`config.mk`:
```
export PLATFORM = sky130hd
export DESIGN_NAME = led_value_indicator
export DESIGN_NICKNAME = d
export VERILOG_FILES = /design/src/rtl/led_ind_pkg.sv /design/src/rtl/led_tick_gen.sv /design/src/rtl/led_value_indicator.sv
export SDC_FILE = /design/constraint.sdc
export NUM_CORES = 1
export LEC_CHECK = 0
export BUFFER_PORTS_ARGS = -buffer_cell sky130_fd_sc_hd__buf_2
export CAP_MARGIN = 20
export CORE_AREA = 5 5 77 79
export CTS_CLUSTER_SIZE = 30
export DETAILED_ROUTE_END_ITERATION = 8
export DIE_AREA = 0 0 82 84
export PLACE_DENSITY = 0.73
export SLEW_MARGIN = 0
export SYNTH_ARGS = -nofsm -noshare
export SYNTH_HDL_FRONTEND = slang
export SYNTH_SLANG_ARGS = --single-unit
```
`constraint.sdc`:
```
create_clock -name clk -period 2 [get_ports clk]
set_input_delay 0.3 -clock clk [delete_from_list [all_inputs] [get_ports clk]]
set_output_delay 0.3 -clock clk [all_outputs]
set_load 0.03 [all_outputs]
```
`src/rtl/led_ind_pkg.sv`:
```
// Shared types and constants for the LED value indicator family.
package led_ind_pkg;

  typedef enum logic [1:0] {
    MODE_ONEHOT = 2'd0,
    MODE_BLINK  = 2'd1,
    MODE_BAR    = 2'd2,
    MODE_SWEEP  = 2'd3
  } mode_t;

  typedef enum logic [1:0] {
    IDLE = 2'd0,
    SCAN = 2'd1,
    HOLD = 2'd2
  } sweep_state_t;

  localparam int unsigned PWM_W = 4;

endpackage

```
`src/rtl/led_tick_gen.sv`:
```
// Animation prescaler: counts 0..TICK_DIV-1 and flags the last count as a one-cycle tick.
module led_tick_gen #(
  parameter int unsigned TICK_DIV = 50_000_000
) (
  input  logic clk,
  input  logic rst,
  input  logic clr,
  output logic tick
);

  localparam int unsigned CW = (TICK_DIV > 1) ? $clog2(TICK_DIV) : 1;

  logic [CW-1:0] cnt;

  // Tick stays asserted during a clr cycle; consumers give clr priority.
  assign tick = (cnt == CW'(TICK_DIV - 1));

  always_ff @(posedge clk) begin
    if (rst || clr) begin
      cnt <= '0;
    end else if (tick) begin
      cnt <= '0;
    end else begin
      cnt <= cnt + CW'(1);
    end
  end

endmodule

```
`src/rtl/led_value_indicator.sv`:
```
// Latches an LED index and drives an N_LEDS bank as one-hot, blink, bar or sweep.
// Optional LED_PWM_EN adds a 4-bit duty input that dims every lit LED.
module led_value_indicator
  import led_ind_pkg::*;
#(
  parameter int unsigned N_LEDS   = 16,
  parameter int unsigned SEL_W    = $clog2(N_LEDS),
  parameter int unsigned TICK_DIV = 50_000_000
) (
  input  logic              clk,
  input  logic              rst,
  input  logic [SEL_W-1:0]  value,
  input  logic              load,
  input  logic [1:0]        mode,
`ifdef LED_PWM_EN
  input  logic [PWM_W-1:0]  duty,
`endif
  output logic [N_LEDS-1:0] led,
  output logic              busy
);

  function automatic logic [N_LEDS-1:0] onehot(input logic [SEL_W-1:0] idx);
    logic [N_LEDS-1:0] r;
    for (int unsigned i = 0; i < N_LEDS; i++) r[i] = (SEL_W'(i) == idx);
    return r;
  endfunction

  function automatic logic [N_LEDS-1:0] bar(input logic [SEL_W-1:0] idx);
    logic [N_LEDS-1:0] r;
    for (int unsigned i = 0; i < N_LEDS; i++) r[i] = (SEL_W'(i) <= idx);
    return r;
  endfunction

  mode_t             m;
  mode_t             mode_q;
  sweep_state_t      state, state_nx;
  logic [SEL_W-1:0]  val_q, pos, pos_nx;
  logic              phase;
  logic              tick;
  logic [N_LEDS-1:0] led_nx;

  assign m    = mode_t'(mode);
  assign busy = (state == SCAN);

  led_tick_gen #(.TICK_DIV(TICK_DIV)) u_tick (
    .clk  (clk),
    .rst  (rst),
    .clr  (load),
    .tick (tick)
  );

  always_comb begin
    state_nx = state;
    pos_nx   = pos;
    if (m != MODE_SWEEP) begin
      state_nx = IDLE;
      pos_nx   = '0;
    end else if (load || (mode_q != MODE_SWEEP)) begin
      state_nx = SCAN;
      pos_nx   = '0;
    end else if ((state == SCAN) && tick) begin
      if (pos == val_q) state_nx = HOLD;
      else              pos_nx   = pos + SEL_W'(1);
    end
  end

  always_comb begin
    led_nx = '0;
    unique case (m)
      MODE_ONEHOT: led_nx = onehot(val_q);
      MODE_BLINK:  led_nx = phase ? onehot(val_q) : '0;
      MODE_BAR:    led_nx = bar(val_q);
      MODE_SWEEP:  led_nx = (state == HOLD) ? onehot(val_q) : onehot(pos);
      default:     led_nx = '0;
    endcase
  end

`ifdef LED_PWM_EN
  logic [PWM_W-1:0] pwm_cnt;

  always_ff @(posedge clk) begin
    if (rst) pwm_cnt <= '0;
    else     pwm_cnt <= pwm_cnt + PWM_W'(1);
  end
`endif

  always_ff @(posedge clk) begin
    if (rst) begin
      val_q  <= '0;
      phase  <= 1'b1;
      mode_q <= MODE_ONEHOT;
      state  <= IDLE;
      pos    <= '0;
      led    <= '0;
    end else begin
      if (load) begin
        val_q <= (int'(value) > int'(N_LEDS - 1)) ? SEL_W'(N_LEDS - 1) : value;
        phase <= 1'b1;
      end else if (tick) begin
        phase <= ~phase;
      end
      mode_q <= m;
      state  <= state_nx;
      pos    <= pos_nx;
`ifdef LED_PWM_EN
      led    <= led_nx & {N_LEDS{pwm_cnt < duty}};
`else
      led    <= led_nx;
`endif
    end
  end

endmodule

```
==> impl_metrics.json, run 1 <==
{
  "outcome": "completed",
  "dpl.hpwl_um": 3980,
  "die_h_um": 84,
  "maxCapViolCount": 0,
  "worstSetupStartpointType": "flip-flop",
  "count_of_buffers_added_by_post_cts_timing_repair_for_setup": 0,
  "holdCritStartpoint": "value[0]",
  "post_cts_gate_resize_count": 0,
  "clock.fmax_mhz": 539,
  "max_slew_margin_pct": 63.2,
  "timing.final.crit_period_ps": 1860,
  "end_kind": "flip-flop",
  "criticalPathCategory": "flip-flop to flip-flop",
  "grt_remaining_overflow": 0,
  "cts_num_sinks": 55,
  "synth_async_sr_flop_share_pct": 0,
  "worst_skew_pair.late_latency_ps": 310,
  "p_switching_mw": 0.478,
  "ctsHoldBuffers": 0,
  "synthDominantAreaCellType": "sky130_fd_sc_hd__dfxtp_1",
  "number_of_storage_elements_in_the_synthesis_netlist": 55,
  "mostFrequentLayoutCells": "sky130_fd_sc_hd__nor2_1, sky130_fd_sc_hd__dfxtp_1, sky130_fd_sc_hd__buf_2, sky130_fd_sc_hd__nand2_1, sky130_fd_sc_hd__xnor2_1",
  "critical_path.top_delay_family": "simple AND/OR/NAND/NOR gates",
  "timing.critical_path.slowest_cell_delay_ps": 380,
  "yosysWarnings": 0,
  "core_area_sq_um": 5270,
  "final.period_utilization_pct": 92.8,
  "post-layout-total-power_mw": 1.89,
  "cp_slowest_cell": "sky130_fd_sc_hd__dfxtp_1",
  "finalWeightedCongestion": 0.903,
  "report.final.hold_viol_count": 0,
  "hold_path_end": "val_q[0]$_SDFFE_PP0P_",
  "tightest_slew_ps": 548,
  "gr-usage-all-layers_pct": 17.1,
  "syn_nets": 318,
  "dr_vias_cell": 5.44,
  "synthDistinctLibCells": 56,
  "n_antenna_cell": 0,
  "rsz0062_at_grt": "no",
  "worst_r2r_endpoint": "pos[3]$_SDFFE_PP0P_",
  "cp.required_ps": 2200,
  "post_synth.cell_area_avg_sq_um": 8.92,
  "synth_edf_count": 0,
  "io_pins": 26,
  "syn-instance-count": 304,
  "first_global_vias": 2015,
  "grt_max_degree": 27,
  "die-area_sq_um": 6890,
  "wire_per_inst_um": 13.6,
  "drtPass1Iterations": 4,
  "finClkSkew_ps": 10.7,
  "min-delay-path-class": "input pin to flip-flop",
  "post_synth_main_area_contributors": "sky130_fd_sc_hd__dfxtp_1, sky130_fd_sc_hd__nor2_1, sky130_fd_sc_hd__xnor2_1, sky130_fd_sc_hd__xor2_1, sky130_fd_sc_hd__ha_1",
  "layout.nets": 345,
  "postSynth.topFlopCell": "sky130_fd_sc_hd__dfxtp_1",
  "drc": 0,
  "row_count": 27,
  "power.share.switching_pct": 25.3,
  "initial_antenna_violation_count": 0,
  "synthesis.area_sq_um": 2710,
  "max-clock-path-buffers": 2,
  "power.combinational.fraction_pct": 9.2,
  "nFillCells": 487,
  "cts_made_buffers": 5,
  "initial_core_utilization_pct": 51.4,
  "dpl.cell_count": 396,
  "drtIter0Drc": 198,
  "timing.rr.start": "u_tick.cnt[0]$_SDFF_PP0_",
  "series_of_cell_instances_along_the_critical_path": "ha_1, and4_1, nand4_2, nor3_4, nand4_1, mux2_1",
  "grt_first_pass_wirelength_um": 9380,
  "timing_max_transition_violations_final": 0,
  "clkPwrFrac_pct": 31.5,
  "detailed_place.area_sq_um": 2940,
  "max-vdd-ir-drop_mv": 0.365,
  "setup-violations-final": 0,
  "setup_total_negative_slack_ps": 0,
  "cts.root.buffer_cell": "sky130_fd_sc_hd__clkbuf_8",
  "critPathArrivalTime_ps": 2060,
  "power.internal_mw": 1.41,
  "leakage_nw": 1.15,
  "power.density_cell_area_nw_per_um2": 627,
  "synth_top_area_share_pct": 40.6,
  "worst_hold_path.num_cells": 3,
  "power.sequential.fraction_pct": 59.3,
  "syn2layout_area_growth_pct": 11.4,
  "place.port_buffers": 25,
  "post_layout_nonfiller_instances": 404,
  "worst-r2r-cell-count": 6,
  "stdcell_area_sq_um": 3020,
  "postRouteWirelength_um": 5490,
  "seq_area_frac_synth_pct": 40.6,
  "critical_path.max_fanout": 5,
  "ant_nets": 0,
  "final_layout_size_suffix_gt1_share_pct": 19.0,
  "cts_htree_levels": 2,
  "vias": 2198,
  "tritoncts": "yes",
  "setup_ws_ps": 143,
  "die-width_um": 82,
  "mostFrequentLayoutCell": "sky130_fd_sc_hd__nor2_1",
  "dpl_worst_slack_ps": 148,
  "clkTransAtPathRegs_ps": 100,
  "worst-r2r-setup-slack_ps": 140,
  "critical_path_buf_inv_count": 0
}
==> per-layer routing <==
layer	track usage [%]	vias up	wire length (um)
li1	-	1104	-
met1	24.5	1008	2490
met2	25.1	77	2470
met3	2.92	9	412
met4	6.65	0	117
met5	0	-	0
==> worst min-delay path, cell delays in order <==
cell,delay (ps)
sky130_fd_sc_hd__buf_2,70
sky130_fd_sc_hd__mux2i_1,50
sky130_fd_sc_hd__nor2_1,80
==> through the flow <==
step                util, %  hold slack (ps)
floorplan                 -              429
global placement       55.7              443
detailed placement     55.7              461
CTS                    57.3              227
global route           57.3              233
finish                 57.3              228
==> power by group through the flow <==
stage | Combinational (mW) | Sequential (mW) | Clock (mW)
3_5_place_dp | 0.170 | 1.15 | 0
6_report | 0.174 | 1.12 | 0.596
3_3_place_gp | 0.170 | 1.15 | 0
5_1_grt | 0.188 | 1.13 | 0.664
2_1_floorplan | 0.110 | 1.16 | 0
4_1_cts | 0.172 | 1.12 | 0.616
==> registers in the layout, indices dropped and copies added (netlist names) <==
signal      cells
val_q           4
state           2
mode_q          2
u_tick.cnt     26
led            16
phase           1
pos             4
==> area by class of cell <==
cell class                 count  area [sq um]  share of cell area [%]
inverter                      12          45.0                    1.49
clock buffer                   5          68.8                    2.28
multi-input combinational    221          1480                    49.0
sequential                    55          1100                    36.5
timing repair buffer          36           220                    7.29
clock inverter                 3          15.0                   0.497
tap                           72          90.1                    2.98
==> logic make-up (layout without fill, tap and decap cells) <==
logic type	Yosys count	count (layout)	share of synthesized area [%]
compound gates	34	34	9.14
simple gates	146	146	31.1
fa+ha+maj	5	5	2.31
mux	6	6	2.26
buf+inv	28	56	4.85
xor+xnor	30	30	9.69
flops	55	55	40.6
==> synthesized netlist by cell type, types with 4 or more instances <==
library cell / instances
sky130_fd_sc_hd__xnor2_1: 16
sky130_fd_sc_hd__nor2_1: 58
sky130_fd_sc_hd__nand3_1: 9
sky130_fd_sc_hd__buf_2: 6
sky130_fd_sc_hd__clkbuf_1: 6
sky130_fd_sc_hd__a21oi_1: 8
sky130_fd_sc_hd__nor3_1: 6
sky130_fd_sc_hd__nand2_1: 16
sky130_fd_sc_hd__a31oi_1: 5
sky130_fd_sc_hd__nor4_1: 6
sky130_fd_sc_hd__inv_1: 12
sky130_fd_sc_hd__a221oi_1: 4
sky130_fd_sc_hd__nor2b_1: 9
sky130_fd_sc_hd__nand4_1: 6
sky130_fd_sc_hd__or3_1: 4
sky130_fd_sc_hd__dfxtp_1: 55
sky130_fd_sc_hd__ha_1: 5
sky130_fd_sc_hd__xor2_1: 14
sky130_fd_sc_hd__mux2i_1: 5
==> worst max path at each step <==
stage / start / to / cells after the start
after floorplan: state[0]$_SDFFE_PP0P_ / pos[3]$_SDFFE_PP0P_ / 5
after global placement: u_tick.cnt[0]$_SDFF_PP0_ / u_tick.cnt[24]$_SDFF_PP0_ / 6
final: u_tick.cnt[0]$_SDFF_PP0_ / pos[3]$_SDFFE_PP0P_ / 6
after CTS: u_tick.cnt[0]$_SDFF_PP0_ / pos[3]$_SDFFE_PP0P_ / 6
after global routing: u_tick.cnt[0]$_SDFF_PP0_ / pos[3]$_SDFFE_PP0P_ / 6
after detailed placement: u_tick.cnt[0]$_SDFF_PP0_ / pos[3]$_SDFFE_PP0P_ / 6
Power figures use the tool's default switching activity.
==> run 2, diff against run 1 <==
ABC_AREA = 1   (was not set)
CORE_AREA = 5 5 79 81   (was 5 5 77 79)
DIE_AREA = 0 0 84 86   (was 0 0 82 84)
PLACE_DENSITY = 0.7   (was 0.73)
==> run 2 against run 1 <==
Compared with the run above: sequential cell count did not move; total power rose by 6.3%; clock skew fell by 6.7 ps; clock power rose by 21%; area after synthesis rose by 7.1%; combinational power fell by 9%; sequential share of layout area fell by 1.7 points; register-to-register slack improved by 270 ps; final cell count rose by 31%; critical path type is now flip-flop to output pin; largest power group unchanged; highest routed layer unchanged.
==> impl_metrics.json, run 2 <==
{
  "outcome": "completed",
  "place.port_buffers": 25,
  "syn-instance-count": 435,
  "power.internal_mw": 1.53,
  "timing.final.crit_period_ps": 1630,
  "yosysMostFrequentCell": "sky130_fd_sc_hd__nand2_1",
  "clkTransAtPathRegs_ps": 90,
  "postSynth.topFlopCell": "sky130_fd_sc_hd__dfxtp_1",
  "tightest_slew_ps": 488,
  "synthDistinctLibCells": 31,
  "power.share.switching_pct": 24.1,
  "tritoncts": "yes",
  "synth_async_sr_flop_share_pct": 0,
  "min-delay-path-class": "input pin to flip-flop",
  "fin_util_pct": 58.6,
  "cts_htree_levels": 2,
  "finClkSkew_ps": 3.99,
  "vias": 2817,
  "final_layout_size_suffix_gt1_share_pct": 10.5,
  "dr_vias_cell": 5.31,
  "cts_num_sinks": 55,
  "drtPass1Iterations": 5,
  "grt_first_pass_wirelength_um": 11400,
  "clock.fmax_mhz": 613,
  "cts_made_buffers": 5,
  "grt_remaining_overflow": 0,
  "leakage_nw": 1.30,
  "drc": 0,
  "synthesis.area_sq_um": 2900,
  "grt_max_degree": 25,
  "seq_area_frac_synth_pct": 37.9,
  "finalWeightedCongestion": 0.966,
  "drtIter0Drc": 304,
  "mostFrequentLayoutCells": "sky130_fd_sc_hd__nand2_1, sky130_fd_sc_hd__nor2_1, sky130_fd_sc_hd__dfxtp_1, sky130_fd_sc_hd__inv_1, sky130_fd_sc_hd__a21oi_1",
  "core_area_sq_um": 5410,
  "worstSetupStartpointType": "flip-flop",
  "power.sequential.fraction_pct": 56.4,
  "synth_edf_count": 0,
  "worst_skew_pair.late_latency_ps": 310,
  "yosysWarnings": 0,
  "number_of_storage_elements_in_the_synthesis_netlist": 55,
  "reg_top3": "u_tick.cnt x26, led x16",
  "power.combinational.fraction_pct": 7.9,
  "critical_path.top_delay_family": "flip-flops",
  "ant_nets": 0,
  "series_of_cell_instances_along_the_critical_path": "inv_1, nor2_1, buf_2",
  "power.density_cell_area_nw_per_um2": 635,
  "clkPwrFrac_pct": 35.7,
  "register_with_the_most_flip_flops": "u_tick.cnt",
  "post_synth.cell_area_avg_sq_um": 6.68,
  "synthDominantAreaCellType": "sky130_fd_sc_hd__dfxtp_1",
  "commonest_cells_post_synth": "sky130_fd_sc_hd__nand2_1, sky130_fd_sc_hd__nor2_1, sky130_fd_sc_hd__dfxtp_1",
  "rsz0062_at_grt": "no",
  "largest_register_ff_count": 26,
  "criticalPathCategory": "flip-flop to output pin",
  "n_antenna_cell": 0,
  "initial_core_utilization_pct": 53.7,
  "count_of_buffers_added_by_post_cts_timing_repair_for_setup": 0,
  "first_global_vias": 2439,
  "synth_top_area_share_pct": 37.9,
  "initial_antenna_violation_count": 0,
  "die-area_sq_um": 7220,
  "cts.root.buffer_cell": "sky130_fd_sc_hd__clkbuf_8",
  "dpl.hpwl_um": 5200,
  "row_count": 27,
  "cp_slowest_cell": "sky130_fd_sc_hd__dfxtp_1",
  "die_h_um": 86,
  "gr-usage-all-layers_pct": 19.4,
  "wire_per_inst_um": 12.7,
  "post_cts_gate_resize_count": 0,
  "ctsHoldBuffers": 0,
  "layout.nets": 473,
  "p_switching_mw": 0.486,
  "critical_path_buf_inv_count": 2,
  "end_kind": "output pin",
  "die-width_um": 84,
  "timing_max_transition_violations_final": 0,
  "critical_path.max_fanout": 6,
  "final.period_utilization_pct": 81.6,
  "setup-violations-final": 0,
  "post_synth_main_area_contributors": "sky130_fd_sc_hd__dfxtp_1, sky130_fd_sc_hd__nand2_1, sky130_fd_sc_hd__nor2_1, sky130_fd_sc_hd__inv_1, sky130_fd_sc_hd__a21oi_1",
  "dpl.cell_count": 524,
  "critPathArrivalTime_ps": 1330,
  "setup_total_negative_slack_ps": 0,
  "maxCapViolCount": 0,
  "syn_nets": 449,
  "mostFrequentLayoutCell": "sky130_fd_sc_hd__nand2_1",
  "postRouteWirelength_um": 6770,
  "syn2layout_area_growth_pct": 9.13,
  "cp.required_ps": 1700,
  "max-clock-path-buffers": 2,
  "max_slew_margin_pct": 67.2,
  "timing.critical_path.slowest_cell_delay_ps": 370,
  "max-vdd-ir-drop_mv": 0.297,
  "post_layout_nonfiller_instances": 531,
  "io_pins": 26,
  "report.final.hold_viol_count": 0
}
==> run 2: per-stage QoR <==
| step | power, mW | hold slack (ps) | instance area (sq um) | worst slack, ps |
|---|---|---|---|---|
| final | 2.01 | 266 | 3170 | 368 |
| after global routing | 2.11 | 290 | 3170 | 221 |
| after CTS | 2.03 | 269 | 3170 | 382 |
| after detailed placement | 1.32 | 436 | 3070 | 393 |
| after global placement | 1.31 | 430 | 3070 | 455 |
| after floorplan | 1.27 | 417 | 2900 | 539 |
==> run 2: final cells by class <==
class                   count  area (sq um)
clock buffers               6          72.6
clock inverters             1          30.0
fillers                   552          2240
inverters                  52           195
multi-input cells         320          1560
flip-flops and latches     55          1100
well taps                  72          90.1
repair buffers             25           125
==> run 2: worst paths after layout <==
check	from	endpoint	slack, ps	cells after the start
max	state[0]$_SDFFE_PP0P_	busy	370	3
min	value[1]	val_q[1]$_SDFFE_PP0P_	270	3
max reg2reg	u_tick.cnt[0]$_SDFF_PP0_	u_tick.cnt[22]$_SDFF_PP0_	410	8
min reg2reg	u_tick.cnt[0]$_SDFF_PP0_	u_tick.cnt[0]$_SDFF_PP0_	450	1
==> run 2: cell families after synthesis <==
| family | after synthesis | share of synthesized area (%) |
|---|---|---|
| buf+inv | 60 | 8.53 |
| xor+xnor | 12 | 3.62 |
| compound gates | 52 | 9.39 |
| flops | 55 | 37.9 |
| fa+ha+maj | 5 | 2.15 |
| simple gates | 251 | 38.4 |
==> run 2: power groups by stage <==
stage | Sequential, mW | Clock [mW] | Combinational [mW]
finish | 1.13 | 0.719 | 0.159
global route | 1.14 | 0.789 | 0.180
CTS | 1.13 | 0.736 | 0.158
detailed placement | 1.16 | 0 | 0.158
global placement | 1.16 | 0 | 0.156
floorplan | 1.17 | 0 | 0.102
==> run 2: tightest hold or removal path: cells and delay by family <==
kind | cells | cell delay [ps]
AOI/OAI and AO/OA | 2 | 170
buffers and inverters | 1 | 70
==> run 2: routing by layer <==
metal | share of wire, % | GRT usage (%)
met1 | 48 | 28.8
met5 | 0 | 0
met2 | 39 | 26.5
met4 | 2.0 | 6.14
met3 | 11 | 6.05
